## src/rtl/wdt_pkg.sv

```systemverilog
// Shared types and constants for the watchdog kick generator.
package wdt_pkg;

    typedef enum logic [1:0] {
        IDLE   = 2'd0,
        ARMED  = 2'd1,
        STARVE = 2'd2
    } wdt_state_t;

    localparam int             RST_CNT_W   = 8;
    localparam logic [RST_CNT_W-1:0] RST_CNT_MAX = 8'd255;

    // Increment that sticks at the top of the range.
    function automatic logic [RST_CNT_W-1:0] sat_inc(input logic [RST_CNT_W-1:0] v);
        return (v == RST_CNT_MAX) ? v : v + 1'b1;
    endfunction

endpackage

```

## src/rtl/wdt_edge_det.sv

```systemverilog
// One-bit synchronous rising-edge detector; rise is combinational from d and the
// registered previous sample.
module wdt_edge_det (
    input  logic clk,
    input  logic rst,
    input  logic d,
    output logic rise
);

    logic q;

    // Hold last sample of d; reset forces "was low" so a high input after reset counts.
    always_ff @(posedge clk) begin
        if (rst) q <= 1'b0;
        else     q <= d;
    end

    assign rise = d & ~q;

endmodule

```

## src/rtl/wdt_kick_generator.sv

```systemverilog
// Watchdog servicing side: periodic one-cycle kicks while heartbeats keep arriving,
// stops kicking on heartbeat starvation, counts watchdog resets.
// Build option: WDT_STARVE_LATCH_EN makes STARVE sticky (heartbeat ignored there).
module wdt_kick_generator
    import wdt_pkg::*;
#(
    parameter int KICK_PERIOD = 100,
    parameter int HB_TIMEOUT  = 400
) (
    input  logic                 clk,
    input  logic                 rst,
    input  logic                 en,
    input  logic                 heartbeat,
    input  logic                 wd_rst_i,
    output logic                 wd_kick,
    output logic                 starving,
    output logic [RST_CNT_W-1:0] rst_cnt,
    output logic [1:0]           state_o
);

    localparam int KW = (KICK_PERIOD > 1) ? $clog2(KICK_PERIOD) : 1;
    localparam int HW = $clog2(HB_TIMEOUT + 1);
    localparam logic [KW-1:0] KICK_LAST = KW'(KICK_PERIOD - 1);
    localparam logic [HW-1:0] HB_LAST   = HW'(HB_TIMEOUT - 1);

    wdt_state_t    state;
    logic [KW-1:0] kick_cnt;
    logic [HW-1:0] hb_cnt;
    logic          wd_rise;

    wdt_edge_det u_rst_edge (
        .clk  (clk),
        .rst  (rst),
        .d    (wd_rst_i),
        .rise (wd_rise)
    );

    // FSM with kick-period and heartbeat-age counters; en=0 wins over everything but rst.
    always_ff @(posedge clk) begin
        if (rst) begin
            state    <= IDLE;
            wd_kick  <= 1'b0;
            starving <= 1'b0;
            kick_cnt <= '0;
            hb_cnt   <= '0;
        end else begin
            wd_kick  <= 1'b0;
            starving <= 1'b0;
            if (!en) begin
                state    <= IDLE;
                kick_cnt <= '0;
                hb_cnt   <= '0;
            end else begin
                case (state)
                    IDLE: begin
                        state    <= ARMED;
                        kick_cnt <= '0;
                        hb_cnt   <= '0;
                    end
                    ARMED: begin
                        // Timeout beats a coincident kick: the watchdog must be left to fire.
                        if (!heartbeat && hb_cnt == HB_LAST) begin
                            state    <= STARVE;
                            starving <= 1'b1;
                            kick_cnt <= '0;
                            hb_cnt   <= '0;
                        end else begin
                            hb_cnt <= heartbeat ? '0 : hb_cnt + 1'b1;
                            if (kick_cnt == KICK_LAST) begin
                                wd_kick  <= 1'b1;
                                kick_cnt <= '0;
                            end else begin
                                kick_cnt <= kick_cnt + 1'b1;
                            end
                        end
                    end
                    STARVE: begin
                        kick_cnt <= '0;
`ifdef WDT_STARVE_LATCH_EN
                        starving <= 1'b1;
`else
                        if (heartbeat) begin
                            state  <= ARMED;
                            hb_cnt <= '0;
                        end else begin
                            starving <= 1'b1;
                        end
`endif
                    end
                    default: state <= IDLE;
                endcase
            end
        end
    end

    // Saturating count of watchdog reset assertions, independent of FSM state.
    always_ff @(posedge clk) begin
        if (rst)          rst_cnt <= '0;
        else if (wd_rise) rst_cnt <= sat_inc(rst_cnt);
    end

    assign state_o = state;

endmodule
```

## config.mk

```make
export PLATFORM = sky130hd
export DESIGN_NAME = wdt_kick_generator
export DESIGN_NICKNAME = d
export VERILOG_FILES = /design/src/rtl/wdt_pkg.sv /design/src/rtl/wdt_edge_det.sv /design/src/rtl/wdt_kick_generator.sv
export SDC_FILE = /design/constraint.sdc
export NUM_CORES = 1
export LEC_CHECK = 0
export BUFFER_PORTS_ARGS = -buffer_cell sky130_fd_sc_hd__buf_4
export CORE_MARGIN = 2
export CORE_UTILIZATION = 35
export DETAILED_ROUTE_END_ITERATION = 8
export GPL_TIMING_DRIVEN = 0
export MAX_ROUTING_LAYER = met4
export SETUP_SLACK_MARGIN = 0.3
export SYNTH_ARGS = -nofsm -noshare
export SYNTH_HDL_FRONTEND = slang
export SYNTH_HIERARCHICAL = 1
export SYNTH_SLANG_ARGS = --single-unit
```

## constraint.sdc

```tcl
create_clock -name clk -period 1.9 [get_ports clk]
set_clock_uncertainty 0.2 [all_clocks]
set_input_delay 0.38 -clock clk [delete_from_list [all_inputs] [get_ports clk]]
set_output_delay 0.38 -clock clk [all_outputs]
set_load 0.005 [all_outputs]
```

Word level (Yosys, flattened, before mapping)

Cells that the tools add are included.

Flip-flop bits (word level): 29
Logic and storage cells: 47
Bits in latches: 0
Input port bits: 5
Output and inout bits: 12
Memories: 0
Memory bits (read-only): 0
Bits in writable memories: 0

Muxes and demuxes: 14
$add $sub $neg: 3
Reduce and logical (&&, ||, !) cells: 11
Bitwise gates (word level): 5
Div/mod/pow operators: 0
Eq/ne operators: 7
Shifts and indexed selects: 0
Multiply operators: 0
$lt $le $gt $ge: 0

Operator list:

| kind                  | count |
|---|---|
| $mux W9               | 3 |
| $pmux W9 S3           | 1 |
| $mux W7               | 2 |
| $pmux W7 S2           | 1 |
| $add A9 B1 Y9 const B | 1 |
| $eq A9 B9 Y1 const B  | 1 |
| $add A8 B1 Y8 const B | 1 |
| $eq A8 B8 Y1 const B  | 1 |
| $add A7 B1 Y7 const B | 1 |
| $eq A7 B7 Y1 const B  | 1 |
| $pmux W2 S3           | 1 |
| $reduce_and A2 Y1     | 3 |
| $mux W2               | 2 |
| $ne A2 B2 Y1 const B  | 2 |
| $not A1 Y1            | 4 |
| $reduce_or A2 Y1      | 2 |
| $reduce_or A4 Y1      | 1 |
| $mux W1               | 3 |
| $reduce_bool A3 Y1    | 1 |
| $eq A2 B1 Y1 const B  | 1 |
| $eq A2 B2 Y1 const B  | 1 |
| $logic_not A2 Y1      | 1 |
| $pmux W1 S2           | 1 |
| $reduce_bool A2 Y1    | 1 |
| 3 further kinds       | 3 |

Logic depth before layout (Yosys ltp)

Gate-level depths: netlist (run 1).

Depth in word-level cells: 4
Depth in mapped cells: 7
Mapped depth without buffers: 6

By module

Netlist (run 1), hierarchy kept.

Modules (own cells, without submodules):

| module             | area each (um^2) | cells an instance | times used |
|---|---|---|---|
| wdt_kick_generator | 1442.6           | 156               | 1 |
| wdt_edge_det       | 47.5             | 3                 | 1 |

Least setup slack after synthesis (run 1)

Ideal clock, no wire load.

Kind: register to register
From: reg state[0], in the netlist state_o[0]
To: reg hb_cnt[5]
Data arrival time: 1413 ps
Data required time: 1570 ps
Cell stages (with the launch flop): 8
Library setup time: 130 ps
Slack: 158 ps
Clock period less this slack: 1742 ps
Cells stage by stage: dfxtp_1 -> inv_1 -> ha_1 -> and2b_4 -> buf_6 -> nor3_1 -> xnor2_1 -> nor2_1

Word-level cells in the longest chain between the ends: 3
Elaborated cells between the ends (all ways): 7
Classes of those cells: eq/ne (3); mux (1); reduce/logical (3)

RTL lines:

| item                                                                | RTL line                 | text |
|---|---|---|
| start: declaration                                                  | wdt_kick_generator.sv:26 | `wdt_state_t state;` |
| start signal: assignment                                            | wdt_kick_generator.sv:41 | `state <= IDLE;` |
| start signal: assignment                                            | wdt_kick_generator.sv:50 | `state <= IDLE;` |
| start signal: assignment                                            | wdt_kick_generator.sv:56 | `state <= ARMED;` |
| $eq A2 B2 Y1 (tied with other cells)                                | wdt_kick_generator.sv:54 | `case (state)` |
| $ne A2 B2 Y1 (no line) / $reduce_bool A3 Y1 (equally long branches) | n/a                      |  |
| $reduce_and A2 Y1 (no line)                                         | n/a                      |  |
| end signal: assignment                                              | wdt_kick_generator.sv:68 | `hb_cnt <= heartbeat ? '0 : hb_cnt + 1'b1;` |
| end: declaration                                                    | wdt_kick_generator.sv:28 | `logic [HW-1:0] hb_cnt;` |

Several ways; a longest one is shown, not always the timed one.
A chain may end at the register's enable or synchronous reset.

Worst setup path after layout (run 1)

From: reg state[0], in the netlist state_o[0]
To: reg hb_cnt[3]

Same word-level chain as after synthesis.

==> impl_metrics.env, run 1 <==
export IMPL_status="finished, final reports clean"
export IMPL_critPathArrivalTime_ns=1.64
export IMPL_syn_inst=159
export IMPL_max_slew_margin_pct=63.9
export IMPL_worstSetupPathType="flip-flop to flip-flop"
export IMPL_vias=1269
export IMPL_setup_viol=0
export IMPL_cts_tree="built"
export IMPL_synth_top_cell_area_share_pct=39.0
export IMPL_synth_area_per_cell_um2=9.37
export IMPL_ys_top_cells_by_area="dfxtp_1 39%, nor2_1 6.0%, ha_1 5.9%"
export IMPL_hold_path_class="primary input to flip-flop"
export IMPL_cp_max_fo=6
export IMPL_overflow=0
export IMPL_dp_hpwl_um=2150
export IMPL_cts_max_level=2
export IMPL_die_w_um=69.3
export IMPL_drt_iter0_drc=62
export IMPL_die_y_um=69.3
export IMPL_synth_fp_nets=171
export IMPL_finalHoldViolations=0
export IMPL_wirelength_um=3450
export IMPL_crit_family="simple AND/OR/NAND/NOR gates"
export IMPL_rows=23
export IMPL_fin_nets=210
export IMPL_portBuffers=16
export IMPL_cp_required_ns=1.87
export IMPL_drive_above_1_share_pct=43.4
export IMPL_cts_hold_buf=0
export IMPL_grt_pass1_wl_um=5650
export IMPL_peakVddDrop_v=0.000362
export IMPL_grt_usage_pct=14.8
export IMPL_ys_async_sr_fraction_pct=0
export IMPL_gp_congestion=0.791
export IMPL_max_clock_freq_mhz=598
export IMPL_worstPathBufferInverterCount=2
export IMPL_end_kind="flip-flop"
export IMPL_synthToLayoutAreaGrowth_pct=45.0
export IMPL_clk_latency_ns=0.27
export IMPL_drv_cap=0
export IMPL_ff2ff_setup_slack_ns=0.23
export IMPL_grt_max_degree=11
export IMPL_firstDrtPassIters=4
export IMPL_grt_pass1_vias=1243
export IMPL_pin_count=17
export IMPL_multiInputGateArea_mm2=0.00108
export IMPL_ant_nets=0
export IMPL_clockRootBuffer="clkbuf_8"
export IMPL_route_detailed_drc=0
export IMPL_synth_top_cell_by_area="dfxtp_1"
export IMPL_drv_slew=0
export IMPL_tightest_slew_ns=0.541
export IMPL_yosys_most_used_dff="dfxtp_1"
export IMPL_crit_path_top_delay_cell="dfxtp_4"
export IMPL_power_density_mw_per_mm2=562
export IMPL_path_cells="inv_4, ha_4, and2b_4, buf_8, nor3_2, xnor2_1, nor2_1"
export IMPL_coreArea_mm2=0.00406
export IMPL_cts_sinks=29
export IMPL_fin_crit_sh_pct=88.0
export IMPL_path_clk_slew_ns=0.06
export IMPL_ys_types=40
export IMPL_max_stage_delay_ns=0.39
export IMPL_numCtsBuffers=5
export IMPL_min_period_ns=1.67
export IMPL_synth_edf_count=0
export IMPL_yosys_register_bits=29
export IMPL_vias_per_cell=5.12
export IMPL_register_area_um2=606
export IMPL_n_antenna_cell=0
export IMPL_finalNonFillerCells=248
export IMPL_critPathLaunchType="flip-flop"
export IMPL_wl_per_cell_um=13.9
export IMPL_dp_cells=225
export IMPL_grt_setup_unrepaired="yes"
export IMPL_start_util_pct=36.7
export IMPL_power_leakage_nw=0.808
export IMPL_synth_area_mm2=0.00149
export IMPL_antenna_found_initial=0
export IMPL_fin_tns_setup_ns=0
export IMPL_synth_warnings=6
export IMPL_ys_seq_area_share_pct=39.0
export IMPL_dieArea_mm2=0.00480
export IMPL_clock_path_buffers=2
export IMPL_n_fill_cell=358
## what timing repair did
item | in CTS | in global routing
pin swaps | 19 | 8
gates cloned | 1 | 0
gates resized for setup | 36 | 19
endpoints found under the setup margin | 21 | 25
setup buffers | 11 | 4
## cell usage after synthesis, types with 2 or more instances
| library cell | instances |
|---|---|
| nor3_1 | 6 |
| inv_1 | 3 |
| o211ai_1 | 3 |
| nand4b_1 | 3 |
| o21ai_0 | 5 |
| nand2_1 | 12 |
| xnor2_1 | 10 |
| or3_1 | 2 |
| xor2_1 | 5 |
| mux2i_1 | 4 |
| a21oi_1 | 4 |
| dfxtp_1 | 29 |
| ha_1 | 7 |
| clkbuf_1 | 2 |
| nor4_2 | 2 |
| nor2_1 | 24 |
| nor2b_1 | 3 |
| nor2b_4 | 2 |
| nand3_1 | 9 |
| and3_1 | 4 |
## cell usage in the layout, fill, tap and decap left out, types with 2 or more instances in the layout
cell type	count
buf_6	3
nor4b_4	2
o21ai_0	3
nand3_1	6
clkbuf_1	2
and3_1	3
xor2_1	5
a21oi_1	3
xnor2_1	10
ha_2	2
buf_4	27
inv_1	2
mux2i_1	4
nor3_2	2
nor2b_1	2
nand2_1	12
o21ai_2	3
clkbuf_8	6
nor3_1	3
nand4b_1	3
nand3_2	2
dfxtp_4	5
nor2_1	23
nor2b_4	3
ha_4	4
dfxtp_1	19
o211ai_1	3
dfxtp_2	5
## layout make-up
type | count | share of cell area, %
well taps | 50 | 2.90
multi-input cells | 123 | 50.0
repair buffers | 32 | 13.1
plain buffers | 4 | 1.33
clock buffers | 7 | 4.00
flip-flops and latches | 29 | 28.0
inverters | 3 | 0.637
## through the flow
stage / setup slack (ns) / power [W] / hold slack (ns) / utilization [%] / area [um^2]
6_report: 0.228 / 0.00121 / 0.0757 / 53.3 / 2160
5_1_grt: 0.149 / 0.00126 / 0.0665 / 53.3 / 2160
4_1_cts: 0.241 / 0.00122 / 0.0698 / 50.4 / 2050
3_5_place_dp: 0.0580 / 0.000705 / 0.282 / 41.8 / 1700
3_3_place_gp: 0.109 / 0.000703 / 0.271 / 41.8 / 1700
2_1_floorplan: 0.289 / 0.000678 / 0.244 / - / 1510
## kinds of logic (layout without fill, tap and decap cells)
family / Yosys count / count (layout) / share of synthesized area, %
AOI/OAI and AO/OA: 20 / 20 / 11.0
xor gates and xnor gates: 15 / 15 / 8.82
adders and majority gates: 7 / 7 / 5.88
buffers and inverters: 7 / 46 / 2.35
DFF: 29 / 29 / 39.0
muxes: 4 / 4 / 2.69
and+or+nand+nor: 77 / 77 / 30.3
## where the power goes
part	internal [W]	switching [W]	total [W]
sequential	0.000613	0.0000116	0.000625
clock	0.000287	0.000219	0.000505
combinational	0.0000423	0.0000413	0.0000835
total	0.000942	0.000271	0.00121
## worst register-to-register path: stages (launching register included)
cell     delay [ns]
dfxtp_4        0.39
inv_4          0.05
ha_4           0.16
and2b_4        0.22
buf_8          0.15
nor3_2         0.20
xnor2_1        0.14
nor2_1         0.06
## registers in the layout, indices dropped and copies added (netlist names)
| register | count |
|---|---|
| wd_kick | 1 |
| starving | 1 |
| state_o | 2 |
| hb_cnt | 9 |
| kick_cnt | 7 |
| rst_cnt | 8 |
| u_rst_edge/q | 1 |
## final timing paths
kind / start / to / cells after the start
setup / recovery: state_o[0]$_SDFFE_PP0P_ / hb_cnt[3]$_SDFFE_PP0P_ / 7
hold / removal: rst / u_rst_edge/q$_SDFF_PP0_ / 2
setup reg to reg: state_o[0]$_SDFFE_PP0P_ / hb_cnt[3]$_SDFFE_PP0P_ / 7
hold reg to reg: kick_cnt[0]$_SDFFE_PP0N_ / kick_cnt[0]$_SDFFE_PP0N_ / 2
## per-layer routing
layer / wire length (um) / track usage (%) / vias up
li1: - / - / 642
met1: 1550 / 17.1 / 608
met2: 1780 / 25.5 / 15
met3: 77 / 3.20 / 4
met4: 37 / 5.01 / 0
met5: 0 / - / -
Note: power is estimated with default switching activity, not from simulation.
==> inputs of run 2 (changes only) <==
Settings changed: CORE_ASPECT_RATIO from default to 0.9, REMOVE_ABC_BUFFERS from default to 1.
==> run 2 against run 1 <==
Fmax is 1.9% lower. Worst setup slack worse by 0.033 ns. Critical path depth decreased by 1. Utilization down 1.0 points. Routed wire length up 2.6%. Cell count decreased by 1.2%. Non-clock buffer count is 3 lower. Register-to-register slack lost 0.03 ns. Critical path type unchanged.
==> impl_metrics.env, run 2 (synthesis results as in run 1) <==
export IMPL_status="finished, final reports clean"
export IMPL_wirelength_um=3540
export IMPL_dp_hpwl_um=2020
export IMPL_fin_tns_setup_ns=0
export IMPL_pwr_share_seq_pct=44.8
export IMPL_drv_slew=0
export IMPL_pin_count=17
export IMPL_p_comb_share_pct=6.7
export IMPL_top_regs="hb_cnt (9), rst_cnt (8), kick_cnt (7)"
export IMPL_report_power_total_w=0.00139
export IMPL_swShare_pct=21.9
export IMPL_p_int_w=0.00109
export IMPL_final_util_pct=52.2
export IMPL_tightest_slew_ns=0.744
export IMPL_vias_per_cell=5.24
export IMPL_grt_pass1_wl_um=5660
export IMPL_setup_viol=0
export IMPL_clk_latency_ns=0.29
export IMPL_gp_congestion=0.822
export IMPL_clock_path_buffers=2
export IMPL_finalHoldViolations=0
export IMPL_hold_path_class="primary input to flip-flop"
export IMPL_mostFrequentLayoutCell="buf_4"
export IMPL_overflow=0
export IMPL_critPathArrivalTime_ns=1.67
export IMPL_power_leakage_nw=0.799
export IMPL_drt_iter0_drc=62
export IMPL_ant_nets=0
export IMPL_cts_sinks=29
export IMPL_wl_per_cell_um=14.4
export IMPL_cp_max_fo=5
export IMPL_peakVddDrop_v=0.000504
export IMPL_min_period_ns=1.70
export IMPL_cts_tree="built"
export IMPL_pwr_share_clk_pct=48.5
export IMPL_n_antenna_cell=0
export IMPL_drive_above_1_share_pct=46.2
export IMPL_portBuffers=16
export IMPL_end_kind="flip-flop"
export IMPL_hold_ws_ns=0.114
export IMPL_power_density_mw_per_mm2=654
export IMPL_firstDrtPassIters=4
export IMPL_clockRootBuffer="clkbuf_8"
export IMPL_grt_usage_pct=15.8
export IMPL_max_clock_freq_mhz=587
export IMPL_fin_area_mm2=0.00213
export IMPL_grt_max_degree=17
export IMPL_switching_power_w=0.000304
export IMPL_worstSetupPathType="flip-flop to flip-flop"
export IMPL_start_util_pct=36.6
export IMPL_grt_pass1_vias=1269
export IMPL_coreArea_mm2=0.00407
export IMPL_final_cell_mix="29 x buf_4, 18 x dfxtp_1, 16 x nor2_1, 11 x nand2_1, 10 x xnor2_1"
export IMPL_cp_required_ns=1.87
export IMPL_placement_cell_area_mm2=0.00165
export IMPL_max_slew_margin_pct=50.3
export IMPL_die_y_um=65.9
export IMPL_cts_max_level=2
export IMPL_drv_cap=0
export IMPL_synthToLayoutAreaGrowth_pct=42.7
export IMPL_critPathLaunchType="flip-flop"
export IMPL_path_clk_slew_ns=0.07
export IMPL_fin_crit_sh_pct=89.7
export IMPL_numCtsBuffers=5
export IMPL_dieArea_mm2=0.00480
export IMPL_vias=1283
export IMPL_grt_setup_unrepaired="yes"
export IMPL_regMostFlops="hb_cnt"
export IMPL_antenna_found_initial=0
export IMPL_fin_nets=208
export IMPL_die_w_um=72.8
export IMPL_route_detailed_drc=0
export IMPL_largest_reg_flops=9
export IMPL_rows=22
export IMPL_cts_hold_buf=0
run 2: what timing repair did:
item | in CTS | in global routing
setup endpoints to repair | 23 | 25
pin swaps | 20 | 8
resized for setup | 33 | 27
setup buffers | 9 | 8
gates cloned | 1 | 0
run 2: cell type report:
class                           count  area, um^2
Inverter                            3        11.3
Clock inverter                      2        37.5
Multi-Input combinational cell    124        1070
Timing Repair Buffer               33         263
Tap cell                           48        60.1
Sequential cell                    29         604
Fill cell                         361        1950
Clock buffer                        6        82.6
run 2: power groups by stage:
stage	Combinational, W	Sequential, W	Clock [W]
3_5_place_dp	0.0000647	0.000638	0
3_3_place_gp	0.0000634	0.000637	0
2_1_floorplan	0.0000373	0.000637	0
4_1_cts	0.0000726	0.000624	0.000682
6_report	0.0000929	0.000623	0.000676
5_1_grt	0.000101	0.000624	0.000720
run 2: critical path, cell delays in order, from the launching register on:
cell and delay, ns:
dfxtp_4 0.38, inv_2 0.06, ha_4 0.17, and2b_2 0.25, o31ai_4 0.30, buf_6 0.18
nor2_2 0.05
run 2: path summary, 6_finish.rpt:
| path | startpoint | endpoint | slack, ns | depth (start not counted) |
|---|---|---|---|---|
| max reg2reg | state_o[0]$_SDFFE_PP0P_ | hb_cnt[7]$_SDFFE_PP0P_ | 0.20 | 6 |
| min reg2reg | kick_cnt[0]$_SDFFE_PP0N_ | kick_cnt[0]$_SDFFE_PP0N_ | 0.30 | 2 |
| min | wd_rst_i | u_rst_edge/q$_SDFF_PP0_ | 0.11 | 2 |
| max | state_o[0]$_SDFFE_PP0P_ | hb_cnt[7]$_SDFFE_PP0P_ | 0.20 | 6 |
run 2: layer usage:
layer,share of wire (%),track usage [%],vias up,wire [um]
met4,2.0,6.25,0,71
met5,0,-,-,0
met1,42,17.1,624,1490
met2,54,26.7,14,1900
met3,2.3,5.18,7,81
li1,-,-,638,-
run 2: through the flow:
stage | worst slack [ns] | cells
floorplan | 0.121 | 155
global placement | -0.00401 | 219
detailed placement | -0.0519 | 219
CTS | 0.218 | 237
global route | 0.128 | 245
finish | 0.195 | 245
==> inputs of run 3 (changes only) <==
Settings changed: ABC_AREA from default to 1.
==> run 3 against run 2 <==
Combinational power rose by 9.8%. Via count up 4.6%. Global-route usage fell by 1.4 points. Non-clock buffer count fell by 7. Sequential power increased by 1%. Routed wire length shrank 9.9%. Critical path depth rose by 2. Critical endpoint is now kick_cnt[5]$_SDFFE_PP0N_.
==> impl_metrics.env, run 3 <==
export IMPL_status="finished, final reports clean"
export IMPL_max_slew_margin_pct=83.1
export IMPL_power_leakage_nw=0.861
export IMPL_fin_crit_sh_pct=82.5
export IMPL_die_w_um=74.0
export IMPL_reg2reg_depth=8
export IMPL_fin_nets=250
export IMPL_hold_path_class="primary input to flip-flop"
export IMPL_ys_seq_area_share_pct=37.6
export IMPL_synth_area_per_cell_um2=7.54
export IMPL_ys_top_cells_by_area="dfxtp_1 38%, nand2_1 10%, nor2_1 7.3%"
export IMPL_n_antenna_cell=0
export IMPL_setup_viol=0
export IMPL_drive_above_1_share_pct=30.5
export IMPL_r2r_end="kick_cnt[5]$_SDFFE_PP0N_"
export IMPL_coreArea_mm2=0.00416
export IMPL_clk_latency_ns=0.29
export IMPL_crit_top_cell="nand2_1"
export IMPL_syn_inst=205
export IMPL_overflow=0
export IMPL_largest_reg_flops=9
export IMPL_crit_path_top_delay_cell="dfxtp_4"
export IMPL_ff2ff_setup_slack_ns=0.33
export IMPL_critPathArrivalTime_ns=1.59
export IMPL_report_power_total_w=0.00123
export IMPL_synth_top_cell_by_area="dfxtp_1"
export IMPL_synthToLayoutAreaGrowth_pct=29.1
export IMPL_fin_tns_setup_ns=0
export IMPL_grt_pass1_wl_um=5100
export IMPL_swShare_pct=25.5
export IMPL_end_kind="flip-flop"
export IMPL_vias=1342
export IMPL_die_y_um=67.0
export IMPL_mostFrequentLayoutCell="nand2_1"
export IMPL_hold_start="wd_rst_i"
export IMPL_regMostFlops="hb_cnt"
export IMPL_fin_area_mm2=0.00199
export IMPL_top_regs="hb_cnt (9), rst_cnt (8), kick_cnt (7)"
export IMPL_pwr_share_clk_pct=40.4
export IMPL_dieArea_mm2=0.00496
export IMPL_cts_tree="built"
export IMPL_power_density_mw_per_mm2=616
export IMPL_finalHoldViolations=0
export IMPL_pwr_share_seq_pct=51.3
export IMPL_register_area_um2=594
export IMPL_grt_max_degree=10
export IMPL_yosys_most_used_dff="dfxtp_1"
export IMPL_cp_required_ns=1.93
export IMPL_maxUsedRoutingLayer="met4"
export IMPL_max_clock_freq_mhz=638
export IMPL_clockRootBuffer="clkbuf_8"
export IMPL_p_comb_share_pct=8.3
export IMPL_drv_cap=0
export IMPL_min_period_ns=1.57
export IMPL_critPathLaunchType="flip-flop"
export IMPL_ys_async_sr_fraction_pct=0
export IMPL_clock_path_buffers=2
export IMPL_pre_cts_ws_ns=0.112
export IMPL_cts_sinks=29
export IMPL_grt_setup_unrepaired="yes"
export IMPL_drv_slew=0
export IMPL_n_fill_cell=410
export IMPL_peakVddDrop_v=0.000254
export IMPL_finalNonFillerCells=299
export IMPL_ys_types=32
export IMPL_multiInputGateArea_um2=940
export IMPL_cts_max_level=2
export IMPL_route_detailed_drc=0
export IMPL_ant_nets=0
export IMPL_tightest_slew_ns=0.252
export IMPL_rows=22
export IMPL_antenna_found_initial=0
export IMPL_synth_warnings=6
export IMPL_placement_cell_area_mm2=0.00174
export IMPL_layout_setup_ws_ns=0.333
export IMPL_ys_top_cells_by_count="42 x nand2_1, 30 x nor2_1, 29 x dfxtp_1"
export IMPL_drt_iter0_drc=52
export IMPL_dp_cells=281
export IMPL_yosysMostFrequentCell="nand2_1"
export IMPL_switching_power_w=0.000313
export IMPL_holdPathEnd="u_rst_edge/q$_SDFF_PP0_"
export IMPL_hold_depth=3
export IMPL_cp_max_fo=5
export IMPL_reg2reg_from="state_o[0]$_SDFFE_PP0P_"
export IMPL_path_clk_slew_ns=0.06
export IMPL_synth_top_cell_area_share_pct=37.6
export IMPL_max_stage_delay_ns=0.39
export IMPL_firstDrtPassIters=4
export IMPL_p_int_w=0.000915
export IMPL_synth_edf_count=0
export IMPL_grt_pass1_vias=1159
export IMPL_worstSetupPathType="flip-flop to flip-flop"
export IMPL_start_util_pct=37.2
export IMPL_dp_hpwl_um=2150
export IMPL_wl_per_cell_um=10.7
export IMPL_synth_area_mm2=0.00155
export IMPL_wirelength_um=3190
export IMPL_portBuffers=16
export IMPL_yosys_register_bits=29
export IMPL_final_cell_mix="40 x nand2_1, 28 x nor2_1, 26 x buf_4, 24 x dfxtp_1, 20 x inv_1"
export IMPL_numCtsBuffers=5
export IMPL_met3_length_um=119
export IMPL_gp_congestion=0.784
export IMPL_vias_per_cell=4.49
export IMPL_wl_met2_um=1350
export IMPL_wl_met1_um=1630
export IMPL_grt_usage_pct=14.4
export IMPL_path_cells="inv_4, ha_4, or2_1, nor2_2, nand2_1, nand2_1, nand2_2, nor2_1"
export IMPL_pin_count=17
-- run 3: cell type report --
| type | count | area share [%] |
|---|---|---|
| clock buffers | 6 | 3.64 |
| clock inverters | 2 | 0.502 |
| inverters | 26 | 5.40 |
| multi-input cells | 150 | 47.1 |
| flip-flops and latches | 29 | 29.8 |
| well taps | 60 | 3.76 |
| repair buffers | 26 | 9.79 |
-- run 3: worst max-delay path by stage --
stage | start | endpoint | slack [ns]
floorplan | state_o[0]$_SDFFE_PP0P_ | hb_cnt[5]$_SDFFE_PP0P_ | 0.23
global placement | state_o[0]$_SDFFE_PP0P_ | hb_cnt[5]$_SDFFE_PP0P_ | 0.1
detailed placement | state_o[0]$_SDFFE_PP0P_ | hb_cnt[5]$_SDFFE_PP0P_ | 0.11
CTS | rst_cnt[1]$_SDFFE_PP0P_ | rst_cnt[4]$_SDFFE_PP0P_ | 0.30
global route | state_o[0]$_SDFFE_PP0P_ | kick_cnt[6]$_SDFFE_PP0N_ | 0.23
finish | state_o[0]$_SDFFE_PP0P_ | kick_cnt[5]$_SDFFE_PP0N_ | 0.33
-- run 3: worst max-delay path: cells and delay by family (launching register included) --
| family | cells | cell delay (ns) |
|---|---|---|
| simple gates | 6 | 0.70 |
| buf+inv | 1 | 0.05 |
| fa+ha+maj | 1 | 0.17 |
| flops | 1 | 0.39 |
-- run 3: per-layer routing --
metal | up-vias | global-route usage, %
met4 | 0 | 8.86
met1 | 597 | 18.0
met2 | 18 | 20.1
met3 | 8 | 4.08
met5 | - | -
li1 | 719 | -
-- run 3: power by group through the flow --
| stage | clock, W | combinational [W] | sequential, W |
|---|---|---|---|
| after global placement | 0 | 0.0000843 | 0.000641 |
| after detailed placement | 0 | 0.0000860 | 0.000641 |
| after global routing | 0.000545 | 0.000113 | 0.000631 |
| after CTS | 0.000515 | 0.0000955 | 0.000626 |
| final | 0.000496 | 0.000102 | 0.000630 |
| after floorplan | 0 | 0.0000553 | 0.000640 |
-- run 3: stage by stage --
step	util (%)	hold slack, ns
floorplan	-	0.249
global placement	41.9	0.281
finish	48.0	0.113
global route	48.0	0.103
CTS	45.3	0.0980
detailed placement	41.9	0.278
-- run 3: kinds of logic (layout without fill, tap and decap cells) --
logic type / Yosys count / after routing / synth area share [%]
AND/OR/NAND/NOR: 111 / 111 / 36.0
flip-flops: 29 / 29 / 37.6
buffers and inverters: 26 / 60 / 6.64
AO/OA/AOI/OAI: 22 / 22 / 8.34
XOR/XNOR: 9 / 9 / 5.10
adder cells (fa/ha/maj): 7 / 7 / 5.67
multiplexers: 1 / 1 / 0.648
-- run 3: what timing repair did --
action	CTS	global route
setup buffers	4	6
hold buffers	0	0
resized for setup	12	16
pin swaps	5	7
setup endpoints to repair	23	25
